`src/rtl/ram_port_master_if.sv`:
```
// ram_port_master_if: request/response handshake channels and the
// chip-select RAM port driven by ram_port_master.
//   req_*   : single-beat read/write request (valid/ready)
//   resp_*  : read data return (valid/ready)
//   wr_done : one-cycle pulse after a write strobe has been issued
//   mem_*   : RAM strobes, address, write data and registered read data
// Optional feature macro RAM_PORT_MASTER_CLR_EN adds clr_req, mem_clr, clr_done.
// modport master : the ram_port_master view
// modport slave  : the requester/RAM side view
interface ram_port_master_if #(
  parameter int AW = 5,
  parameter int DW = 8
);
  logic          req_valid;
  logic          req_ready;
  logic          req_we;
  logic [AW-1:0] req_addr;
  logic [DW-1:0] req_wdata;
  logic          resp_valid;
  logic          resp_ready;
  logic [DW-1:0] resp_data;
  logic          wr_done;
  logic          mem_cs;
  logic          mem_wrt;
  logic          mem_rd;
  logic [AW-1:0] mem_addr;
  logic [DW-1:0] mem_wdata;
  logic [DW-1:0] mem_rdata;
`ifdef RAM_PORT_MASTER_CLR_EN
  logic          clr_req;
  logic          mem_clr;
  logic          clr_done;
`endif

  modport master (
`ifdef RAM_PORT_MASTER_CLR_EN
    input  clr_req,
    output mem_clr, clr_done,
`endif
    input  req_valid, req_we, req_addr, req_wdata, resp_ready, mem_rdata,
    output req_ready, resp_valid, resp_data, wr_done,
    output mem_cs, mem_wrt, mem_rd, mem_addr, mem_wdata
  );

  modport slave (
`ifdef RAM_PORT_MASTER_CLR_EN
    output clr_req,
    input  mem_clr, clr_done,
`endif
    output req_valid, req_we, req_addr, req_wdata, resp_ready, mem_rdata,
    input  req_ready, resp_valid, resp_data, wr_done,
    input  mem_cs, mem_wrt, mem_rd, mem_addr, mem_wdata
  );
endinterface

```
`src/rtl/ram_port_master.sv`:
```
// ram_port_master: initiator for the chip-select RAM port (cs/wrt/rd).
// Accepts single-beat requests, sequences one RAM command per clock edge,
// captures the RAM's registered read data and returns it on a response
// channel. All outputs are registered.
// Ports:
//   clk  : clock, all logic on posedge
//   rst  : synchronous active-high reset
//   bus  : ram_port_master_if.master (request, response, wr_done, mem_*)
// Optional feature macro RAM_PORT_MASTER_CLR_EN: adds a one-cycle RAM
// clear command (clr_req -> CLR state driving mem_clr, then clr_done pulse).
module ram_port_master #(
  parameter int AW = 5,
  parameter int DW = 8
) (
  input  logic                 clk,
  input  logic                 rst,
  ram_port_master_if.master    bus
);

  typedef enum logic [2:0] {
    IDLE     = 3'd0,
    WR_ISSUE = 3'd1,
    RD_ISSUE = 3'd2,
    RD_CAPT  = 3'd3,
    RESP     = 3'd4
`ifdef RAM_PORT_MASTER_CLR_EN
    ,
    CLR      = 3'd5
`endif
  } state_e;

  state_e        state_q, state_d;
  logic          req_ready_q, req_ready_d;
  logic          resp_valid_q, resp_valid_d;
  logic [DW-1:0] resp_data_q, resp_data_d;
  logic          wr_done_q, wr_done_d;
  logic          mem_cs_q, mem_cs_d;
  logic          mem_wrt_q, mem_wrt_d;
  logic          mem_rd_q, mem_rd_d;
  logic [AW-1:0] mem_addr_q, mem_addr_d;
  logic [DW-1:0] mem_wdata_q, mem_wdata_d;
`ifdef RAM_PORT_MASTER_CLR_EN
  logic          mem_clr_q, mem_clr_d;
  logic          clr_done_q, clr_done_d;
  logic          clr_take;
`endif
  logic          accept;

`ifdef RAM_PORT_MASTER_CLR_EN
  // Clear has priority in IDLE, so a pending clear masks request acceptance.
  assign clr_take = (state_q == IDLE) && bus.clr_req;
  assign accept   = (state_q == IDLE) && bus.req_valid && req_ready_q && !bus.clr_req;
`else
  assign accept   = (state_q == IDLE) && bus.req_valid && req_ready_q;
`endif

  // State and output registers.
  always_ff @(posedge clk) begin
    if (rst) begin
      state_q      <= IDLE;
      req_ready_q  <= 1'b1;
      resp_valid_q <= 1'b0;
      resp_data_q  <= '0;
      wr_done_q    <= 1'b0;
      mem_cs_q     <= 1'b0;
      mem_wrt_q    <= 1'b0;
      mem_rd_q     <= 1'b0;
      mem_addr_q   <= '0;
      mem_wdata_q  <= '0;
`ifdef RAM_PORT_MASTER_CLR_EN
      mem_clr_q    <= 1'b0;
      clr_done_q   <= 1'b0;
`endif
    end else begin
      state_q      <= state_d;
      req_ready_q  <= req_ready_d;
      resp_valid_q <= resp_valid_d;
      resp_data_q  <= resp_data_d;
      wr_done_q    <= wr_done_d;
      mem_cs_q     <= mem_cs_d;
      mem_wrt_q    <= mem_wrt_d;
      mem_rd_q     <= mem_rd_d;
      mem_addr_q   <= mem_addr_d;
      mem_wdata_q  <= mem_wdata_d;
`ifdef RAM_PORT_MASTER_CLR_EN
      mem_clr_q    <= mem_clr_d;
      clr_done_q   <= clr_done_d;
`endif
    end
  end

  // Next-state logic.
  always_comb begin
    state_d = state_q;
    unique case (state_q)
      IDLE: begin
`ifdef RAM_PORT_MASTER_CLR_EN
        if (clr_take) state_d = CLR;
        else
`endif
        if (accept) state_d = bus.req_we ? WR_ISSUE : RD_ISSUE;
      end
      WR_ISSUE: state_d = IDLE;
      RD_ISSUE: state_d = RD_CAPT;
      RD_CAPT:  state_d = RESP;
      RESP:     if (bus.resp_ready) state_d = IDLE;
`ifdef RAM_PORT_MASTER_CLR_EN
      CLR:      state_d = IDLE;
`endif
      default:  state_d = IDLE;
    endcase
  end

  // Output logic: outputs are registered, so the strobes for the cycle
  // following an edge are decoded from the state entered at that edge.
  always_comb begin
    req_ready_d  = (state_d == IDLE);
    resp_valid_d = (state_d == RESP);
    wr_done_d    = (state_q == WR_ISSUE);
    mem_wrt_d    = (state_d == WR_ISSUE);
    mem_rd_d     = (state_d == RD_ISSUE) || (state_d == RD_CAPT);
    mem_cs_d     = mem_wrt_d || mem_rd_d;
    resp_data_d  = resp_data_q;
    mem_addr_d   = mem_addr_q;
    mem_wdata_d  = mem_wdata_q;
`ifdef RAM_PORT_MASTER_CLR_EN
    mem_clr_d    = (state_d == CLR);
    clr_done_d   = (state_q == CLR);
    mem_cs_d     = mem_wrt_d || mem_rd_d || mem_clr_d;
`endif
    // RAM word registered at the RD_ISSUE edge is on mem_rdata during RD_CAPT.
    if (state_q == RD_CAPT) resp_data_d = bus.mem_rdata;
    if (accept) begin
      mem_addr_d  = bus.req_addr;
      mem_wdata_d = bus.req_wdata;
    end
  end

`ifdef RAM_PORT_MASTER_CLR_EN
  // clr_req must block acceptance in the same cycle, so it gates the flop.
  assign bus.req_ready = req_ready_q && !bus.clr_req;
  assign bus.mem_clr   = mem_clr_q;
  assign bus.clr_done  = clr_done_q;
`else
  assign bus.req_ready = req_ready_q;
`endif
  assign bus.resp_valid = resp_valid_q;
  assign bus.resp_data  = resp_data_q;
  assign bus.wr_done    = wr_done_q;
  assign bus.mem_cs     = mem_cs_q;
  assign bus.mem_wrt    = mem_wrt_q;
  assign bus.mem_rd     = mem_rd_q;
  assign bus.mem_addr   = mem_addr_q;
  assign bus.mem_wdata  = mem_wdata_q;

endmodule

```
`src/flat_wrapper.sv`:
```
// flat-port wrapper written by rule: the top's interface ports become plain ports
module ram_port_master_flat 
#(
  parameter int AW = 5,
  parameter int DW = 8
)
  (clk, rst, bus_req_valid, bus_req_we, bus_req_addr, bus_req_wdata, bus_resp_ready, bus_mem_rdata, bus_req_ready, bus_resp_valid, bus_resp_data, bus_wr_done, bus_mem_cs, bus_mem_wrt, bus_mem_rd, bus_mem_addr, bus_mem_wdata);
  ram_port_master_if #(.AW(AW), .DW(DW)) bus_i ();
  input  logic clk;
  input  logic rst;
  input wire logic [$bits(bus_i.req_valid)-1:0] bus_req_valid;
  input wire logic [$bits(bus_i.req_we)-1:0] bus_req_we;
  input wire logic [$bits(bus_i.req_addr)-1:0] bus_req_addr;
  input wire logic [$bits(bus_i.req_wdata)-1:0] bus_req_wdata;
  input wire logic [$bits(bus_i.resp_ready)-1:0] bus_resp_ready;
  input wire logic [$bits(bus_i.mem_rdata)-1:0] bus_mem_rdata;
  output wire logic [$bits(bus_i.req_ready)-1:0] bus_req_ready;
  output wire logic [$bits(bus_i.resp_valid)-1:0] bus_resp_valid;
  output wire logic [$bits(bus_i.resp_data)-1:0] bus_resp_data;
  output wire logic [$bits(bus_i.wr_done)-1:0] bus_wr_done;
  output wire logic [$bits(bus_i.mem_cs)-1:0] bus_mem_cs;
  output wire logic [$bits(bus_i.mem_wrt)-1:0] bus_mem_wrt;
  output wire logic [$bits(bus_i.mem_rd)-1:0] bus_mem_rd;
  output wire logic [$bits(bus_i.mem_addr)-1:0] bus_mem_addr;
  output wire logic [$bits(bus_i.mem_wdata)-1:0] bus_mem_wdata;
  assign bus_i.req_valid = bus_req_valid;
  assign bus_i.req_we = bus_req_we;
  assign bus_i.req_addr = bus_req_addr;
  assign bus_i.req_wdata = bus_req_wdata;
  assign bus_i.resp_ready = bus_resp_ready;
  assign bus_i.mem_rdata = bus_mem_rdata;
  assign bus_req_ready = bus_i.req_ready;
  assign bus_resp_valid = bus_i.resp_valid;
  assign bus_resp_data = bus_i.resp_data;
  assign bus_wr_done = bus_i.wr_done;
  assign bus_mem_cs = bus_i.mem_cs;
  assign bus_mem_wrt = bus_i.mem_wrt;
  assign bus_mem_rd = bus_i.mem_rd;
  assign bus_mem_addr = bus_i.mem_addr;
  assign bus_mem_wdata = bus_i.mem_wdata;
  ram_port_master #(.AW(AW), .DW(DW)) u_core (.clk(clk), .rst(rst), .bus(bus_i));
endmodule
```
`config.mk`:
```
export PLATFORM = sky130hd
export DESIGN_NAME = ram_port_master_flat
export DESIGN_NICKNAME = d
export VERILOG_FILES = /design/src/rtl/ram_port_master_if.sv /design/src/rtl/ram_port_master.sv /design/src/flat_wrapper.sv
export SDC_FILE = /design/constraint.sdc
export NUM_CORES = 1
export LEC_CHECK = 0
export ABC_AREA = 0
export CORE_ASPECT_RATIO = 1.5
export CORE_UTILIZATION = 46
export CTS_BUF_LIST = sky130_fd_sc_hd__clkbuf_2
export DETAILED_ROUTE_END_ITERATION = 10
export DONT_BUFFER_PORTS = 1
export PLACE_DENSITY_LB_ADDON = 0.08
export SLEW_MARGIN = 0
export SYNTH_ARGS = -nofsm -noshare
export SYNTH_HDL_FRONTEND = slang
export SYNTH_SLANG_ARGS = --single-unit
```
`constraint.sdc`:
```
create_clock -name clk -period 2.29 [get_ports clk]
set_input_delay 0.458 -clock clk [delete_from_list [all_inputs] [get_ports clk]]
set_output_delay 0.458 -clock clk [all_outputs]
set_load 0.01 [all_outputs]
```
After elaboration in Yosys (flattened, before gate mapping)

Cells that the tools add are included.
W data, S select, Z words.

Input bits: 26
Bits in latches: 0
Register bits after elaboration: 30
RAM bits: 0
Output and inout port bits: 27
Logic and storage cells: 28
Memory bits (read-only): 0
Memories: 0

Equal/unequal tests: 8
Bitwise gates (word level): 0
Multipliers: 0
Mux-type cells: 4
Divide/modulo/power cells: 0
Shift operators: 0
$lt $le $gt $ge: 0
Reductions and logical operators: 6
$add $sub $neg: 0

Operator list:

| operator             | number |
|---|---|
| $eq A3 B2 Y1 const B | 4 |
| $pmux W3 S4          | 1 |
| $eq A3 B1 Y1 const B | 2 |
| $eq A3 B3 Y1 const B | 2 |
| $logic_not A3 Y1     | 2 |
| $mux W3              | 2 |
| $logic_and A1 B1 Y1  | 2 |
| $logic_or A1 B1 Y1   | 2 |
| $mux W2              | 1 |

Depth between registers and ports, before layout

Depth after elaboration: 8
Gate-level depth with buffers: 5
Depth with buffers taken out: 3

Worst setup path after synthesis

Ideal clock, no wire load.

Kind: register to register
Start: register u_core.state_q[0]
End: register u_core.req_ready_q (netlist: u_core.bus.req_ready)
Slack: 1002 ps
Path buffers: 1
Data required time: 2165 ps
Setup time: 125 ps
Arrival time: 1163 ps
Stages on the path, launching flop included: 5
Period minus slack after synthesis: 1288 ps
Path through: dfxtp_1 -> buf_6 -> or4b_4 -> a21oi_4 -> nor2_2

Word-level cells in the longest chain between the ends: 6
Elaborated cells on any way between the ends: 10
Those cells by class: eq/ne (3); mux (3); reduce/logical (4)

Ends and longest elaborated chain:

| item                             | line                                         | text |
|---|---|---|
| start: declaration               | ram_port_master.sv:32                        | `state_e state_q, state_d;` |
| start signal: assignment         | ram_port_master.sv:75                        | `state_q <= state_d;` |
| $logic_not A3 Y1                 | ram_port_master.sv:54, ram_port_master.sv:95 |  |
| $logic_and A1 B1 Y1 (2 in a row) | ram_port_master.sv:54                        | `assign accept = (state_q == IDLE) && bus.req_valid && req_ready_q;` |
| $mux W3                          | ram_port_master.sv:101                       | `if (accept) state_d = bus.req_we ? WR_ISSUE : RD_ISSUE;` |
| $pmux W3 S4 (*)                  | ram_port_master.sv:95                        | `unique case (state_q)` |
| $logic_not A3 Y1 (*)             | ram_port_master.sv:117                       | `req_ready_d = (state_d == IDLE);` |
| end signal: assignment           | ram_port_master.sv:76                        | `req_ready_q <= req_ready_d;` |
| end: declaration                 | ram_port_master.sv:33                        | `logic req_ready_q, req_ready_d;` |

Every way passes the cells marked *; elsewhere a longest branch is shown, timed or not.
A chain may end at the register's enable or synchronous reset.

Final worst setup path

Start: register u_core.state_q[0]
End: register u_core.resp_data_q[5] (netlist: u_core.bus.resp_data[5])

Word-level cells in the longest chain between the ends: 1

Ends and longest elaborated chain:

| item                   | line                   | text |
|---|---|---|
| $eq A3 B2 Y1           | ram_port_master.sv:132 | `if (state_q == RD_CAPT) resp_data_d = bus.mem_rdata;` |
| end signal: assignment | ram_port_master.sv:78  | `resp_data_q <= resp_data_d;` |
| end: declaration       | ram_port_master.sv:35  | `logic [DW-1:0] resp_data_q, resp_data_d;` |

No other way between the ends.

==> metrics.txt <==
Critical Path RT=2560 ps; synthesized area=1200 um2; vias per cell=5.60; slew margin rel.=58.2%; Syn Inst Count=112; Routed Antenna Nets=0; peak supply drop=0.000371 V; Max Cap Viol=0; P_leak=0.514 nW; Clock Sink Count=30; IO Count=53; clk_skew=14.8 ps; count leader, synth=dfxtp_1; final-layout fill cell count=230; hold path startpoint=rst; Mapped Nets=138; Top FF cell, synth=dfxtp_1; Setup TNS=0 ps; worst skew pair latency=360 ps; final wirelength=1950 um; vias=762; number of synthesized flops with an enable pin=0; Yosys reg bits=30; synth warn=0; post-CTS setup buffers=0; Final period util=65.1%; Net count, final=137; register area share after synthesis=49.9%; largest net degree at the start of global routing=43; FF-to-FF End=u_core.bus.resp_data[5]; Overall Power=922 uW; startpoint types=register; first-pass GRT wire length=3110 um; Hold Path Depth=1; unrepaired setup endpoints after global routing=false; worst reg2reg startpoint=u_core.state_q[0]; multi-input logic area=541 um2; fin. max-slew vios=0; Die W=43.8 um; Post-Place Cells=128; num rows=22; # diodes=0; end of the worst hold path=u_core.bus.resp_data[6]; CTS Hold Buffers Added=0; Die ar.=2830 um2; register area=601 um2; Num CTS Buffers=5; status=complete, but fails checks; initial drt markers=16; post-cts sizing count=0; Root Buffer=clkbuf_2; vias in the first global route=677; routability cong.=0.777; Core ar.=2450 um2; most frequent cells after synthesis=dfxtp_1, nand2b_1, mux2i_1; library cells used by synthesis=21; post-synth top area cell=dfxtp_1; Setup violations, final=0; Die Y-Extent=64.7 um; grt total ovfl=0; Post-synth ARST share=0%; failing checks=design-rule violations; Initial Util=49.1%; Final Hold Fails=0; CTS tree=done; Area growth, synth to finish=1.46%; Worst R2R Setup Slack=800 ps; min Tclk post-route=1490 ps; Hold Path Class=input pin to register; layout cells sized above 1=10.7%; Worst Max-Slew Pin Slew=625 ps; htree depth=2; initial antenna violation count=0; Yosys top cell area share=49.9%; mean cell area of the mapped netlist=10.7 um2; WS Path Type=register to register; Worst setup EP type=register; synth top area cells=dfxtp_1, mux2i_1, nand2b_1; GRT Util Overall=15.3%; Pre-antenna DRT Iters=7; CP arrival=1760 ps; crit-path max FO=10; PD cells=755 nW/um2; Peak Freq=671 MHz; reg2reg path depth=3; clock buffer depth=2; Clock Pin Slew Worst Setup and Hold Paths=150 ps; Final Non-Filler Cells=136; Wirelength per Cell=14.4 um; DRC viols=3; IO buf count=0
[registers in the layout, indices dropped and copies added (netlist names), 3 cells and up]
| register | flops |
|---|---|
| u_core.bus.mem_wdata | 8 |
| u_core.bus.resp_data | 8 |
| u_core.bus.mem_addr | 5 |
| u_core.state_q | 3 |
[through the flow]
step | setup slack (ps) | utilization (%) | area, um2 | hold WS [ps]
after floorplan | 1000 | - | 1200 | 492
after global placement | 858 | 48.3 | 1180 | 504
after detailed placement | 784 | 48.3 | 1180 | 507
after CTS | 747 | 49.8 | 1220 | 122
after global routing | 602 | 49.8 | 1220 | 110
final | 799 | 49.8 | 1220 | 166
[where the power goes]
part	leakage, nW	internal [mW]	switching (mW)
sequential	0.245	0.555	0.0406
clock	0.0304	0.0750	0.171
combinational	0.239	0.0453	0.0356
total	0.514	0.675	0.247
[worst max-delay path by stage]
stage                                 start                       to  slack, ps  depth (start not counted)
after floorplan           u_core.state_q[0]     u_core.bus.req_ready       1000                          4
after global placement    u_core.state_q[1]  u_core.bus.resp_data[5]        860                          3
after detailed placement  u_core.state_q[1]  u_core.bus.resp_data[5]        780                          3
after CTS                 u_core.state_q[0]  u_core.bus.resp_data[5]        750                          3
after global routing      u_core.state_q[0]  u_core.bus.resp_data[0]        600                          3
final                     u_core.state_q[0]  u_core.bus.resp_data[5]        800                          3
[kinds of logic after synthesis]
group           Yosys count  share of synthesized area [%]
simple gates             46                           24.2
compound gates            5                           3.22
flops                    30                           49.9
buf+inv                  10                           5.20
mux                      21                           17.5
[area by class of cell]
class	instances	area share, %
Inverter	1	0.307
Clock inverter	2	0.717
Multi-Input combinational cell	72	44.3
Timing Repair Buffer	1	0.615
Tap cell	24	2.46
Sequential cell	30	49.2
Clock buffer	6	2.46
[metal layers]
layer / routed length (um) / track usage (%) / part of all wire (%)
met5: 0 / 0 / 0
met4: 54 / 9.38 / 2.8
met3: 177 / 7.80 / 9.1
met2: 962 / 23.5 / 49
met1: 757 / 16.1 / 39
[cell usage in the layout, fill, tap and decap left out, drive strengths merged]
master,n
dfxtp,30
nand2b,26
mux2i,21
nor2,9
clkbuf,6
nor4,5
a21oi,3
a31oi,2
clkinv,2
nand3b,1
or4b,1
nand2,1
inv,1
or4,1
nor3,1
nor4b,1
buf,1
[worst max-delay path: stages, from the launching register on]
cell      delay, ps
dfxtp_1         530
nand3b_1        500
mux2i_1         310
nor2_1           60
Note: power is estimated with default switching activity, not from simulation.
